## config.mk

```make
export PLATFORM = sky130hd
export DESIGN_NAME = dump_sequencer_flat
export DESIGN_NICKNAME = d
export VERILOG_FILES = /design/src/rtl/dump_sequencer_if.sv /design/src/rtl/dump_sequencer.sv /design/src/flat_wrapper.sv
export SDC_FILE = /design/constraint.sdc
export NUM_CORES = 1
export LEC_CHECK = 0
export CAP_MARGIN = 20
export CORE_AREA = 2 2 314 316
export CTS_CLUSTER_SIZE = 28
export DETAILED_ROUTE_END_ITERATION = 16
export DIE_AREA = 0 0 316 318
export MAX_ROUTING_LAYER = met4
export PLACE_DENSITY = 0.36
export SLEW_MARGIN = 10
export SYNTH_ARGS = -nofsm -noshare
export SYNTH_HDL_FRONTEND = slang
export SYNTH_SLANG_ARGS = --single-unit
export TNS_END_PERCENT = 50
```

## constraint.sdc

```tcl
create_clock -name clk -period 8.3 [get_ports clk]
set_clock_uncertainty 0.05 [all_clocks]
set_input_delay 1.245 -clock clk [delete_from_list [all_inputs] [get_ports clk]]
set_output_delay 1.245 -clock clk [all_outputs]
set_load 0.02 [all_outputs]
```

## src/rtl/dump_sequencer_if.sv

```systemverilog
// Signal bundle between a display controller and dump_sequencer: sweep controls,
// the datapath snapshot inputs and the per-entry display outputs.
interface dump_sequencer_if;
  logic              start;
  logic              step;
  logic              auto_en;
  logic [31:0][11:0] registers;
  logic [31:0][11:0] memoria;
  logic [4:0]        index;
  logic              src;
  logic              neg;
  logic [3:0]        digit3;
  logic [3:0]        digit2;
  logic [3:0]        digit1;
  logic [3:0]        digit0;
  logic              digits_valid;
  logic              busy;
  logic              done;

  modport master (
    output start, step, auto_en, registers, memoria,
    input  index, src, neg, digit3, digit2, digit1, digit0, digits_valid, busy, done
  );

  modport slave (
    input  start, step, auto_en, registers, memoria,
    output index, src, neg, digit3, digit2, digit1, digit0, digits_valid, busy, done
  );
endinterface

```

## src/rtl/dump_sequencer.sv

```systemverilog
// Sweeps the register file, then data memory, converting each 12-bit two's-complement
// word to a sign flag plus four BCD digits held for display until the next advance.
module dump_sequencer #(
  parameter int AUTO_TICKS = 16
) (
  input logic             clk,
  input logic             rst_n,
  dump_sequencer_if.slave bus
);

  localparam int DW = (AUTO_TICKS > 1) ? $clog2(AUTO_TICKS) : 1;
  localparam logic [DW-1:0] DWELL_LAST = DW'(AUTO_TICKS - 1);

  typedef enum logic [2:0] {
    IDLE    = 3'd0,
    LOAD    = 3'd1,
    CONVERT = 3'd2,
    SHOW    = 3'd3,
    DONE    = 3'd4
  } state_t;

  state_t        state_q, state_d;
  logic          start_q, start_d;
  logic          step_meta_q, step_meta_d;
  logic          step_sync_q, step_sync_d;
  logic          step_prev_q, step_prev_d;
  logic [DW-1:0] dwell_q, dwell_d;
  logic [3:0]    bit_cnt_q, bit_cnt_d;
  logic [27:0]   dd_q, dd_d;
  logic [4:0]    index_q, index_d;
  logic          src_q, src_d;
  logic          neg_q, neg_d;
  logic [15:0]   bcd_q, bcd_d;
  logic          valid_q, valid_d;
  logic          busy_q, busy_d;
  logic          done_q, done_d;
  logic          step_evt_s;
  logic          advance_s;
  logic [11:0]   word_s;
  logic [27:0]   dd_step_s;

  function automatic logic [11:0] magnitude(input logic [11:0] w);
    logic [11:0] m;
    if (w[11]) begin
      m = ~w + 12'd1;
    end else begin
      m = w;
    end
    return m;
  endfunction

  // One double-dabble iteration: bump every BCD nibble >= 5 by 3, then shift in the next binary bit.
  function automatic logic [27:0] dabble_step(input logic [27:0] v);
    logic [27:0] t;
    t = v;
    for (int i = 0; i < 4; i++) begin
      if (t[12 + 4*i +: 4] >= 4'd5) begin
        t[12 + 4*i +: 4] = t[12 + 4*i +: 4] + 4'd3;
      end else begin
        t[12 + 4*i +: 4] = t[12 + 4*i +: 4];
      end
    end
    return {t[26:0], 1'b0};
  endfunction

  // Next-state and next-output computation; start (registered) overrides everything else.
  always_comb begin
    state_d     = state_q;
    start_d     = bus.start;
    step_meta_d = bus.step;
    step_sync_d = step_meta_q;
    step_prev_d = step_sync_q;
    dwell_d     = dwell_q;
    bit_cnt_d   = bit_cnt_q;
    dd_d        = dd_q;
    index_d     = index_q;
    src_d       = src_q;
    neg_d       = neg_q;
    bcd_d       = bcd_q;
    step_evt_s  = step_sync_q & ~step_prev_q;
    advance_s   = step_evt_s | (bus.auto_en & (dwell_q == DWELL_LAST));
    word_s      = src_q ? bus.memoria[index_q] : bus.registers[index_q];
    dd_step_s   = dabble_step(dd_q);

    if (start_q) begin
      state_d = LOAD;
      index_d = 5'd0;
      src_d   = 1'b0;
    end else begin
      case (state_q)
        LOAD: begin
          neg_d     = word_s[11];
          dd_d      = {16'd0, magnitude(word_s)};
          bit_cnt_d = 4'd0;
          state_d   = CONVERT;
        end
        CONVERT: begin
          dd_d      = dd_step_s;
          bit_cnt_d = bit_cnt_q + 4'd1;
          if (bit_cnt_q == 4'd11) begin
            state_d = SHOW;
            bcd_d   = dd_step_s[27:12];
            dwell_d = '0;
          end else begin
            state_d = CONVERT;
          end
        end
        SHOW: begin
          if (!advance_s) begin
            dwell_d = dwell_q + DW'(1);
          end else if (src_q && (index_q == 5'd31)) begin
            state_d = DONE;
          end else begin
            state_d = LOAD;
            index_d = index_q + 5'd1;
            src_d   = src_q | (index_q == 5'd31);
          end
        end
        default: begin
          state_d = state_q;
        end
      endcase
    end

    busy_d  = (state_d == LOAD) || (state_d == CONVERT) || (state_d == SHOW);
    done_d  = (state_d == DONE);
    valid_d = (state_d == SHOW);
  end

  // State, synchronizer, converter and registered outputs.
  always_ff @(posedge clk or negedge rst_n) begin
    if (!rst_n) begin
      state_q     <= IDLE;
      start_q     <= 1'b0;
      step_meta_q <= 1'b0;
      step_sync_q <= 1'b0;
      step_prev_q <= 1'b0;
      dwell_q     <= '0;
      bit_cnt_q   <= 4'd0;
      dd_q        <= 28'd0;
      index_q     <= 5'd0;
      src_q       <= 1'b0;
      neg_q       <= 1'b0;
      bcd_q       <= 16'd0;
      valid_q     <= 1'b0;
      busy_q      <= 1'b0;
      done_q      <= 1'b0;
    end else begin
      state_q     <= state_d;
      start_q     <= start_d;
      step_meta_q <= step_meta_d;
      step_sync_q <= step_sync_d;
      step_prev_q <= step_prev_d;
      dwell_q     <= dwell_d;
      bit_cnt_q   <= bit_cnt_d;
      dd_q        <= dd_d;
      index_q     <= index_d;
      src_q       <= src_d;
      neg_q       <= neg_d;
      bcd_q       <= bcd_d;
      valid_q     <= valid_d;
      busy_q      <= busy_d;
      done_q      <= done_d;
    end
  end

  assign bus.index        = index_q;
  assign bus.src          = src_q;
  assign bus.neg          = neg_q;
  assign bus.digit3       = bcd_q[15:12];
  assign bus.digit2       = bcd_q[11:8];
  assign bus.digit1       = bcd_q[7:4];
  assign bus.digit0       = bcd_q[3:0];
  assign bus.digits_valid = valid_q;
  assign bus.busy         = busy_q;
  assign bus.done         = done_q;

endmodule

```

## src/flat_wrapper.sv

```systemverilog
// flat-port wrapper written by rule: the top's interface ports become plain ports
module dump_sequencer_flat 
#(
  parameter int AUTO_TICKS = 16
)
  (clk, rst_n, bus_start, bus_step, bus_auto_en, bus_registers, bus_memoria, bus_index, bus_src, bus_neg, bus_digit3, bus_digit2, bus_digit1, bus_digit0, bus_digits_valid, bus_busy, bus_done);
  dump_sequencer_if bus_i ();
  input logic clk;
  input logic rst_n;
  input wire logic [$bits(bus_i.start)-1:0] bus_start;
  input wire logic [$bits(bus_i.step)-1:0] bus_step;
  input wire logic [$bits(bus_i.auto_en)-1:0] bus_auto_en;
  input wire logic [$bits(bus_i.registers)-1:0] bus_registers;
  input wire logic [$bits(bus_i.memoria)-1:0] bus_memoria;
  output wire logic [$bits(bus_i.index)-1:0] bus_index;
  output wire logic [$bits(bus_i.src)-1:0] bus_src;
  output wire logic [$bits(bus_i.neg)-1:0] bus_neg;
  output wire logic [$bits(bus_i.digit3)-1:0] bus_digit3;
  output wire logic [$bits(bus_i.digit2)-1:0] bus_digit2;
  output wire logic [$bits(bus_i.digit1)-1:0] bus_digit1;
  output wire logic [$bits(bus_i.digit0)-1:0] bus_digit0;
  output wire logic [$bits(bus_i.digits_valid)-1:0] bus_digits_valid;
  output wire logic [$bits(bus_i.busy)-1:0] bus_busy;
  output wire logic [$bits(bus_i.done)-1:0] bus_done;
  assign bus_i.start = bus_start;
  assign bus_i.step = bus_step;
  assign bus_i.auto_en = bus_auto_en;
  assign bus_i.registers = bus_registers;
  assign bus_i.memoria = bus_memoria;
  assign bus_index = bus_i.index;
  assign bus_src = bus_i.src;
  assign bus_neg = bus_i.neg;
  assign bus_digit3 = bus_i.digit3;
  assign bus_digit2 = bus_i.digit2;
  assign bus_digit1 = bus_i.digit1;
  assign bus_digit0 = bus_i.digit0;
  assign bus_digits_valid = bus_i.digits_valid;
  assign bus_busy = bus_i.busy;
  assign bus_done = bus_i.done;
  dump_sequencer #(.AUTO_TICKS(AUTO_TICKS)) u_core (.clk(clk), .rst_n(rst_n), .bus(bus_i));
endmodule
```

==> flow_summary.yaml <==
setup_path:
  worstReg2RegEnd: "u_core.dd_q[6]"
  cp.arrival_ps: 4920
  cp_max_fo: 48
  critPathKind: "register to register"
  cp-end-kind: "register"
  crit_end: "u_core.dd_q[6]"
  r2r_slack_ps: 3570
  r2r-start: "u_core.bus.index[1]"
  cp-startpoint: "u_core.bus.index[1]"
  r2r_cells: 11
  worst-endpoint-required_ps: 8480
  worstSetupStartpointType: "register"
clocking:
  cts_max_level: 3
  post_cts_buffers: 0
  cts_made_buffers: 9
  ctsResizeCount: 0
  ctsHoldBuffers: 0
  cts_root_buf: "clkbuf_16"
  clk_pin_slew_worst_paths_ps: 70
  clock_latency_ps: 350
  clock_sinks: 69
  clockBufferDepth: 2
  cts_tree: "yes"
global_route:
  antenna_found_initial: 48
  grt_util_all_layers_pct: 15.68
  grt_pass1_vias: 12710
  overflow: 0
  grt_pass1_wl_um: 105300
  grt_start_max_net_pins: 61
sta:
  finalSetupViolations: 0
  hold_viol: 0
  worstMarginPinSlew_ps: 946.3
  hold_slack_ps: 300.0
  rsz0062_at_grt: "false"
  fmax_mhz: 211.2
  setup_slack_ps: 3566
  finalCriticalPeriod_ps: 4734
  min_period_over_period_pct: 57.04
  fin_tns_setup_ps: 0
  slew_violations: 0
  slew_headroom_pct: 36.91
logic_synthesis:
  synth-edff-count: 0
  synth.distinct_cells: 62
  synth_top_flop_cell: "dfrtp_1"
  yosysSeqAreaShare_pct: 17.77
  ys_seq_elements: 69
  synth.avg_cell_area_sq_um: 11.28
  syn_area_sq_um: 9716
  synthArstFlopShare_pct: 100.0
  syn_inst: 861
  ys_warn_count: 0
  synthesis.nets: 1647
layout:
  num-nets-final: 2400
  fill_cells: 10545
  drive_gt1_share_pct: 15.13
  multi_input_area_sq_um: 7391
  seqCellArea_sq_um: 1740
  syn2layout_area_growth_pct: 99.86
  post-route-util_pct: 19.93
  final_area_sq_um: 19420
route:
  drc: 0
  wirelength_um: 79020
  drt_iter0_drc: 610
  via_count: 11497
  ant_nets: 0
  routedWlPerCell_um: 26.89
  viasPerCell: 3.913
  drt_pre_antenna_iters: 4
hold_path:
  hp-class: "register to register"
floorplanning:
  row_count: 115
  start_util_pct: 9.974
  die_x_um: 316
  pin_count: 799
  dieHeight_um: 318
  die_area_sq_um: 100500
  core_region_area_sq_um: 97410
power_and_ir_drop:
  p_leak_nw: 6.380
  power_density_nw_per_um2: 77.84
  vdd_ir_drop_max_v: 0.0001010
placement:
  place_area_sq_um: 19020
  dp_slack_ps: 3434
  portBuffers: 798
  hpwl_um: 68440
  gp_congestion: 0.8761
flow_run:
  max-cap-violations: 0
status:
  status: "finished clean"
-- worst max-delay path: stages (launching register included) --
cell and delay [ps]:
dfrtp_4 1000, buf_4 640, mux4_2 430, mux4_2 520, o221ai_1 340, a2bb2oi_1 320, ha_1 230, o21a_1 150
and3_1 230, mux2_2 350, nor3_1 210, o21ai_1 100
-- state kept, by name, indices dropped and copies added (netlist names) --
signal	flops
u_core.dd_q	28
u_core.bcd_q	16
u_core.bus.index	5
u_core.bit_cnt_q	4
u_core.dwell_q	4
u_core.state_q	3
u_core.bus.busy	1
u_core.bus.digits_valid	1
u_core.bus.done	1
u_core.bus.neg	1
u_core.bus.src	1
u_core.start_q	1
u_core.step_meta_q	1
u_core.step_prev_d	1
u_core.step_prev_q	1
-- logic make-up (layout without fill, tap and decap cells) --
family          after synthesis  after routing  share of synthesized area (%)
mux                         241            241                          48.18
flops                        69             69                          17.77
fa+ha+maj                    13             13                          1.674
buf+inv                     102            860                          6.323
compound gates              210            210                          14.00
xor+xnor                     18             18                          1.623
simple gates                208            208                          10.43
other cells                   0             32                              0
-- Yosys cell counts (4+ instances only) --
library cell | count | area, sq um
dfrtp_1 | 69 | 1727
mux2_2 | 4 | 45.04
ha_1 | 13 | 162.7
nor2b_1 | 6 | 37.54
o21ai_0 | 49 | 245.2
nor2_1 | 46 | 172.7
buf_6 | 15 | 168.9
nand4_1 | 5 | 31.28
nand2_1 | 67 | 251.5
a31oi_1 | 8 | 50.05
o31ai_1 | 6 | 45.04
or3_1 | 12 | 75.07
inv_1 | 14 | 52.55
xor2_1 | 8 | 70.07
a32o_1 | 4 | 40.04
nand2b_1 | 10 | 62.56
buf_4 | 11 | 82.58
and3_1 | 7 | 43.79
a21oi_1 | 47 | 235.2
nor3b_1 | 8 | 60.06
a22oi_1 | 23 | 172.7
nand3_1 | 19 | 95.09
mux2i_1 | 57 | 570.6
xnor2_1 | 10 | 87.58
mux4_2 | 177 | 3986
o221ai_1 | 19 | 166.4
buf_2 | 22 | 110.1
nor3_1 | 13 | 65.06
clkbuf_1 | 32 | 120.1
a22o_1 | 4 | 35.03
o22ai_1 | 22 | 137.6
-- where the power goes --
group / internal [mW] / total, mW / switching, mW
Sequential: 0.365 / 0.391 / 0.0265
Combinational: 0.473 / 0.699 / 0.225
Clock: 0.262 / 0.422 / 0.160
-- cells in the final DEF (no fill, tap or decap), types with 4 or more instances in the layout --
master,count
a21oi_1,47
a22o_1,4
a22oi_1,23
a31oi_1,8
a32o_1,4
and3_1,7
buf_4,29
clkbuf_16,9
clkdlybuf4s50_1,797
dfrtp_1,64
diode_2,32
ha_1,13
inv_1,14
mux2_2,4
mux2i_1,57
mux4_2,177
nand2_1,67
nand2b_1,9
nand3_1,19
nand4_1,5
nor2_1,45
nor2b_1,4
nor3_1,13
nor3b_1,8
o21ai_0,49
o221ai_1,19
o22ai_1,22
o31ai_1,6
or3_1,12
xnor2_1,10
xor2_1,8
-- worst min-delay path by stage --
stage | startpoint | endpoint | slack (ps) | cells after the start
2_1_floorplan | u_core.step_meta_q | u_core.step_prev_d | 280 | 0
3_3_place_gp | u_core.step_meta_q | u_core.step_prev_d | 290 | 0
3_5_place_dp | u_core.step_meta_q | u_core.step_prev_d | 300 | 0
4_1_cts | u_core.step_meta_q | u_core.step_prev_d | 310 | 0
5_1_grt | u_core.step_meta_q | u_core.step_prev_d | 310 | 0
6_report | u_core.step_meta_q | u_core.step_prev_d | 300 | 0
-- routing by layer --
metal  vias up  wire, um  track usage [%]
met2       618     39230            26.29
li1       5119         -                -
met5         -         0                -
met4         0       794            3.486
met1      5711     32790            18.72
met3        49      6206            4.076
-- stage by stage --
stage               total power [mW]  std cells
floorplan                     0.6216        861
global placement               1.103       2890
detailed placement             1.106       2890
CTS                            1.540       2906
global route                   1.594       2933
finish                         1.511       2938
-- final cells by class --
cell class,count,share of cell area (%)
Clock inverter,7,0.4639
Antenna cell,32,0.4124
Sequential cell,69,8.963
Inverter,16,0.3093
Multi-Input combinational cell,690,38.06
Tap cell,1287,8.293
Clock buffer,9,1.160
Timing Repair Buffer,828,42.34
Note: power is estimated with default switching activity, not from simulation.
